File: config.mk
export PLATFORM = sky130hd
export DESIGN_NAME = x25519_add
export DESIGN_NICKNAME = d
export VERILOG_FILES = /design/src/rtl/x25519_add.sv
export SDC_FILE = /design/constraint.sdc
export NUM_CORES = 1
export LEC_CHECK = 0
export CELL_PAD_IN_SITES_DETAIL_PLACEMENT = 1
export CELL_PAD_IN_SITES_GLOBAL_PLACEMENT = 1
export CORE_AREA = 4 4 305 307
export DETAILED_ROUTE_END_ITERATION = 8
export DIE_AREA = 0 0 309 311
export PLACE_DENSITY_LB_ADDON = 0.1
export SETUP_SLACK_MARGIN = 0.2
export SLEW_MARGIN = 20
export SYNTH_ARGS = -nofsm -noshare
export SYNTH_HDL_FRONTEND = slang
export SYNTH_SLANG_ARGS = --single-unit
File: constraint.sdc
create_clock -name clk -period 1.11 [get_ports clk]
set_clock_uncertainty 0.2 [all_clocks]
set_input_delay 0.1665 -clock clk [delete_from_list [all_inputs] [get_ports clk]]
set_output_delay 0.1665 -clock clk [all_outputs]
set_load 0.005 [all_outputs]
File: src/rtl/x25519_add.sv
// x25519_add: registered wide-integer adder for the X25519 field datapath.
// Computes out = (a + b) mod 2^WIDTH on unreduced operands. No modular
// reduction is done here.
//
// Ports:
//   clk        system clock, rising edge
//   rst_n      asynchronous active-low reset
//   en         operation request; a, b are sampled on the edge where en=1
//   a, b       unsigned addends, WIDTH bits
//   out_valid  one-cycle strobe for each accepted operation
//   out        registered sum; holds its value between operations
//
// Build option:
//   X25519_ADD_PIPE_EN  When defined, the adder is split into two register
//                       stages and latency becomes 2 cycles. When undefined
//                       (the default), there is a single stage with
//                       latency 1. Throughput is 1 op/cycle in both builds.
module x25519_add #(
  parameter int unsigned WIDTH = 264
) (
  input  logic             clk,
  input  logic             rst_n,
  input  logic             en,
  input  logic [WIDTH-1:0] a,
  input  logic [WIDTH-1:0] b,
  output logic             out_valid,
  output logic [WIDTH-1:0] out
);

`ifdef X25519_ADD_PIPE_EN

  localparam int unsigned LO_W = WIDTH / 2;
  localparam int unsigned HI_W = WIDTH - LO_W;

  logic [LO_W:0]   lo_sum_c;
  logic [HI_W-1:0] hi_sum_c;

  logic            v1_q;
  logic            c1_q;
  logic [LO_W-1:0] lo_q;
  logic [HI_W-1:0] ahi_q;
  logic [HI_W-1:0] bhi_q;

  // Low half sum; bit LO_W is the carry into the high half.
  assign lo_sum_c = {1'b0, a[LO_W-1:0]} + {1'b0, b[LO_W-1:0]};

  // High half sum plus the registered carry. The final carry is dropped.
  assign hi_sum_c = ahi_q + bhi_q + HI_W'(c1_q);

  // Stage 1: register the low sum, the carry and the high operand halves.
  // Data only loads on en, so X on idle inputs never enters the pipe.
  always_ff @(posedge clk or negedge rst_n) begin
    if (!rst_n) begin
      v1_q  <= 1'b0;
      c1_q  <= 1'b0;
      lo_q  <= '0;
      ahi_q <= '0;
      bhi_q <= '0;
    end else begin
      v1_q <= en;
      if (en) begin
        c1_q  <= lo_sum_c[LO_W];
        lo_q  <= lo_sum_c[LO_W-1:0];
        ahi_q <= a[WIDTH-1:LO_W];
        bhi_q <= b[WIDTH-1:LO_W];
      end
    end
  end

  // Stage 2: join the halves. out holds its value when no op arrives.
  always_ff @(posedge clk or negedge rst_n) begin
    if (!rst_n) begin
      out_valid <= 1'b0;
      out       <= '0;
    end else begin
      out_valid <= v1_q;
      if (v1_q) begin
        out <= {hi_sum_c, lo_q};
      end
    end
  end

`else

  localparam int unsigned NLIMB = WIDTH / 8;

  logic [WIDTH-1:0] sum_c;

  // Byte-wide ripple carry chain across all limbs. The top carry is dropped.
  always_comb begin : limb_chain
    logic carry;
    carry = 1'b0;
    sum_c = '0;
    for (int i = 0; i < int'(NLIMB); i++) begin
      {carry, sum_c[i*8 +: 8]} = 9'(a[i*8 +: 8]) + 9'(b[i*8 +: 8]) + 9'(carry);
    end
  end

  // Output registers. The sum only loads on en, so out holds between ops.
  always_ff @(posedge clk or negedge rst_n) begin
    if (!rst_n) begin
      out_valid <= 1'b0;
      out       <= '0;
    end else begin
      out_valid <= en;
      if (en) begin
        out <= sum_c;
      end
    end
  end

`endif

endmodule

== Word-level counts from Yosys, hierarchy flattened ==
Index checks and enable logic that the tools add are counted.
Storage, ports and cells
  register bits: 265
  bits of input ports: 531
  output and inout port bits: 265
  word-level logic and storage cells: 67
Cells by class
  add/sub/neg operators: 65
Operators by type and width (count)
  $add 8x8->9: 32
  $add 9x1->9: 31
  $add 8x1->8: 1
  $add 8x8->8: 1

== Longest topological paths before layout ==
  word-level depth: 33
  gate-level depth with buffers: 230
  gate-level depth less buffers: 230

== Worst setup path before layout ==
OpenSTA, ideal clock, no wires.
  path type: input port to flip-flop
  from: input a[0]
  to: register out[262]
  library setup time: 0.125 ns
  arrival: 56.368 ns
  required time: 0.785 ns
  slack: -55.583 ns
  stages: 230
  path buffers: 0
  cell sequence: ha_1 > fa_1 > a21o_1 > a311o_1 > a21oi_2 > o21bai_1 > a21o_1 > fa_1 > fa_1 > a21oi_1 > o211ai_1 > nand2_1 > a21oi_1 > fa_1 > fa_1 > a21o_1 > a311o_1 > a21oi_2 > (+194 left out) > a21oi_1 > o211ai_1 > nand2_1 > a21oi_1 > fa_1 > fa_1 > a21o_1 > a311o_1 > a21oi_2 > o21bai_1 > a21o_1 > fa_1 > fa_1 > a21oi_1 > o21ai_0 > a21oi_1 > xnor2_1 > mux2_2
On the way
  word-level cells in the longest chain between the ends: 33
RTL lines
  start, declared: RTL line 24  | input logic [WIDTH-1:0] a,
  $add 8x8->9: RTL line 95  | {carry, sum_c[i*8 +: 8]} = 9'(a[i*8 +: 8]) + 9'(b[i*8 +: 8]) + 9'(carry);
  $add 9x1->9 (31 in a row): RTL line 95
  $add 8x1->8: RTL line 95
  end signal, assigned: RTL line 107  | out <= sum_c;
  end, declared: RTL line 27  | output logic [WIDTH-1:0] out
Every way passes these cells.
A chain may end at the register's enable or synchronous reset.

== Final worst setup path ==
Ends and elaborated chain as after synthesis.

==> metrics.cfg <==
[status]
status=finished, violations left
violations=negative hold slack, negative setup slack

[global_route]
grtUsageTotal_pct=19.3
overflow=0
grt_pass1_wl_um=141000
grt_pass1_vias=22900
grt_max_degree=43
antenna_found_initial=46

[detailed_routing]
drt_iter0_drc=470
firstDrtPassIters=4
avgRoutedWirePerCell_um=21.6
antenna_left=0
wl_um=96300
route.detailed.drc=0
vias_per_cell=4.48
num_vias=20000

[setup_path]
worst_r2r_endpoint=out[255]
criticalPathCategory=input port to register
crit_path_frequent_cell=fa_2
cp-start-kind=input port
crit_slowest_cell=fa_2
ff2ff_setup_slack_ns=-0.06
cpPeakStageDelay_ns=0.39
arrival_ns=51.82
end_kind=register
r2r-start=out[255]
cp.required_ns=1.33
reg2regPathDepth=2
crit_fanout=3

[floorplanning]
rows=110
start_util_pct=21.8
ios=796
die_y_um=311
die_w_um=309
core-area_mm2=0.0900
die_area_mm2=0.0961

[hold_path]
holdPathEnd=out[0]
min_from=b[0]
hold_class=input port to register
min_path_cells=3

[timing]
whs_ns=-0.226
rsz0062_at_grt=yes
setup_viol=791
worstMarginPinSlew_ns=1.07
drv_slew=0
setup_ws_ns=-50.49
max_freq_mhz=19.4
relSlewSlack_pct=28.8
finalCritPeriodShare_pct=4650
hold_viol_final=18
period_needed_ns=51.60

[power_and_ir_drop]
internal_power_uw=33000
p_sw_uw=14700
seq_power_share_pct=28.1
power_frac_clock_pct=26.5
power_uw=47700
p_sw_share_pct=30.8
irDropWorstVdd_mv=0.901
p_comb_share_pct=45.3
p_leak_uw=0.0160
pwr_density_cell_mw_per_mm2=1310

[clock_network]
clockBufferDepth=3
cts_sinks=265
tritoncts=built
cts_buffers=40
cts_htree_levels=2
cts_root_buffer=clkbuf_16
clock_latency_ns=0.55
clk_pin_slew_ns=0.05

[layout]
fin_area_mm2=0.0364
area_growth_syn_to_layout_pct=85.5
drive_gt1_share_pct=33.7
layout_commonest_cell=clkdlybuf4s50_1
nFillCells=9928
final_cell_mix=clkdlybuf4s50_1 (779), buf_4 (619), dfrtp_1 (265)
nets=4064

[run]
drv_cap=0

[synth]
yosysWarnings=0
yosysUniqueCellTypes=38
ys_seq_area_share_pct=33.8
syn_nets=2606
synth_edf_count=0
synth_area_per_cell_um2=11.0
async_flop_share_pct=100
synthCells=1779
synth_area_mm2=0.0196
synth.ff_latch_count=265
ys.flop_type=dfrtp_1

[placement]
dp_hpwl_um=81100
pre_cts_ws_ns=-52.50
routabilityCongestion=0.890
place_area_mm2=0.0338
portBuffers=795

[worst max-delay path: cells and delay by family]
family / cells / cell delay [ns]
compound gates: 157 / 27.45
xor+xnor: 1 / 0.08
fa+ha+maj: 66 / 23.28
buf+inv: 2 / 0.17
mux: 1 / 0.26
simple gates: 4 / 0.38
[cell families after synthesis]
family / share of synthesized area, %
AO/OA/AOI/OAI: 19.6
XOR/XNOR: 7.19
adder cells (fa/ha/maj): 21.4
buffers and inverters: 1.54
flip-flops: 33.8
multiplexers: 11.2
AND/OR/NAND/NOR: 5.30
[routing by layer]
metal / vias up / wire length (µm) / track usage, % / share of wire [%]
li1: 9564 / - / - / -
met1: 9671 / 33900 / 19.2 / 35
met2: 510 / 50200 / 35.9 / 52
met3: 170 / 8800 / 8.02 / 9.1
met4: 52 / 3130 / 6.33 / 3.2
met5: - / 340 / 0 / 0.35
[synth_stat cells (2+ instances only)]
cell type	instances	area share [%]
dfrtp_1	265	34
ha_1	231	15
mux2_2	182	10
xnor2_1	160	7.1
a21oi_1	108	2.8
o21ai_0	107	2.7
nor2_1	101	1.9
a21o_1	92	3.5
nor3_1	69	1.8
a211oi_1	67	2.6
fa_1	65	6.6
o21bai_1	61	2.3
inv_1	36	0.69
o2bb2ai_1	33	1.5
a31oi_1	32	1.0
a21oi_2	29	1.3
a311o_1	29	1.5
and2_1	29	0.93
buf_2	20	0.51
clkbuf_1	13	0.25
nand2_1	11	0.21
mux2_4	10	0.77
nor2b_1	5	0.16
buf_1	4	0.077
o211ai_1	4	0.15
nor3b_1	2	0.077
o311ai_0	2	0.089
or2_2	2	0.064
[how the worst max path moves through the flow]
stage          start  cells after the start        to
2_1_floorplan   a[0]                    230  out[262]
3_3_place_gp    a[0]                    231  out[262]
3_5_place_dp    a[0]                    231  out[262]
4_1_cts         a[0]                    231  out[262]
5_1_grt         b[3]                    230  out[262]
6_report        a[0]                    231  out[262]
[power by group through the flow]
stage / Clock [µW] / Combinational [µW] / Sequential (µW)
6_report: 12700 / 21600 / 13400
4_1_cts: 13200 / 21100 / 13500
2_1_floorplan: 0 / 7220 / 13400
3_5_place_dp: 0 / 20600 / 13600
5_1_grt: 13500 / 23400 / 13700
3_3_place_gp: 0 / 20400 / 13500
[state kept, by name (all words and copies together) (netlist names)]
register   flops
out          264
out_valid      1
[area by class of cell]
| type | count | area, µm² | area share [%] |
|---|---|---|---|
| Clock buffer | 60 | 1180 | 3.24 |
| Tap cell | 1176 | 1470 | 4.04 |
| Clock inverter | 7 | 85.1 | 0.234 |
| Multi-Input combinational cell | 1440 | 13500 | 37.2 |
| Timing Repair Buffer | 1453 | 13300 | 36.5 |
| Antenna cell | 19 | 47.5 | 0.131 |
| Sequential cell | 265 | 6630 | 18.2 |
| Inverter | 37 | 140 | 0.385 |
[what timing repair did]
| item | 4_1_cts | 5_1_grt |
|---|---|---|
| setup buffers | 20 | 50 |
| hold endpoints to repair | 298 | 18 |
| pin swaps | 65 | 71 |
| endpoints found under the setup margin | 529 | 794 |
| hold buffers | 1 | 1 |
| gates resized for setup | 49 | 142 |
[metrics by stage]
stage / utilization [%] / instances / hold slack [ns] / TNS [ns]
floorplan: - / 1779 / -0.329 / -6596.70
global placement: 37.5 / 4299 / -0.195 / -6985.21
detailed placement: 37.5 / 4299 / -0.196 / -7071.31
CTS: 39.3 / 4387 / -0.210 / -6947.20
global route: 40.4 / 4447 / -0.258 / -7240.27
finish: 40.4 / 4457 / -0.226 / -6880.66
No activity file was read; power rests on OpenSTA's default activity.
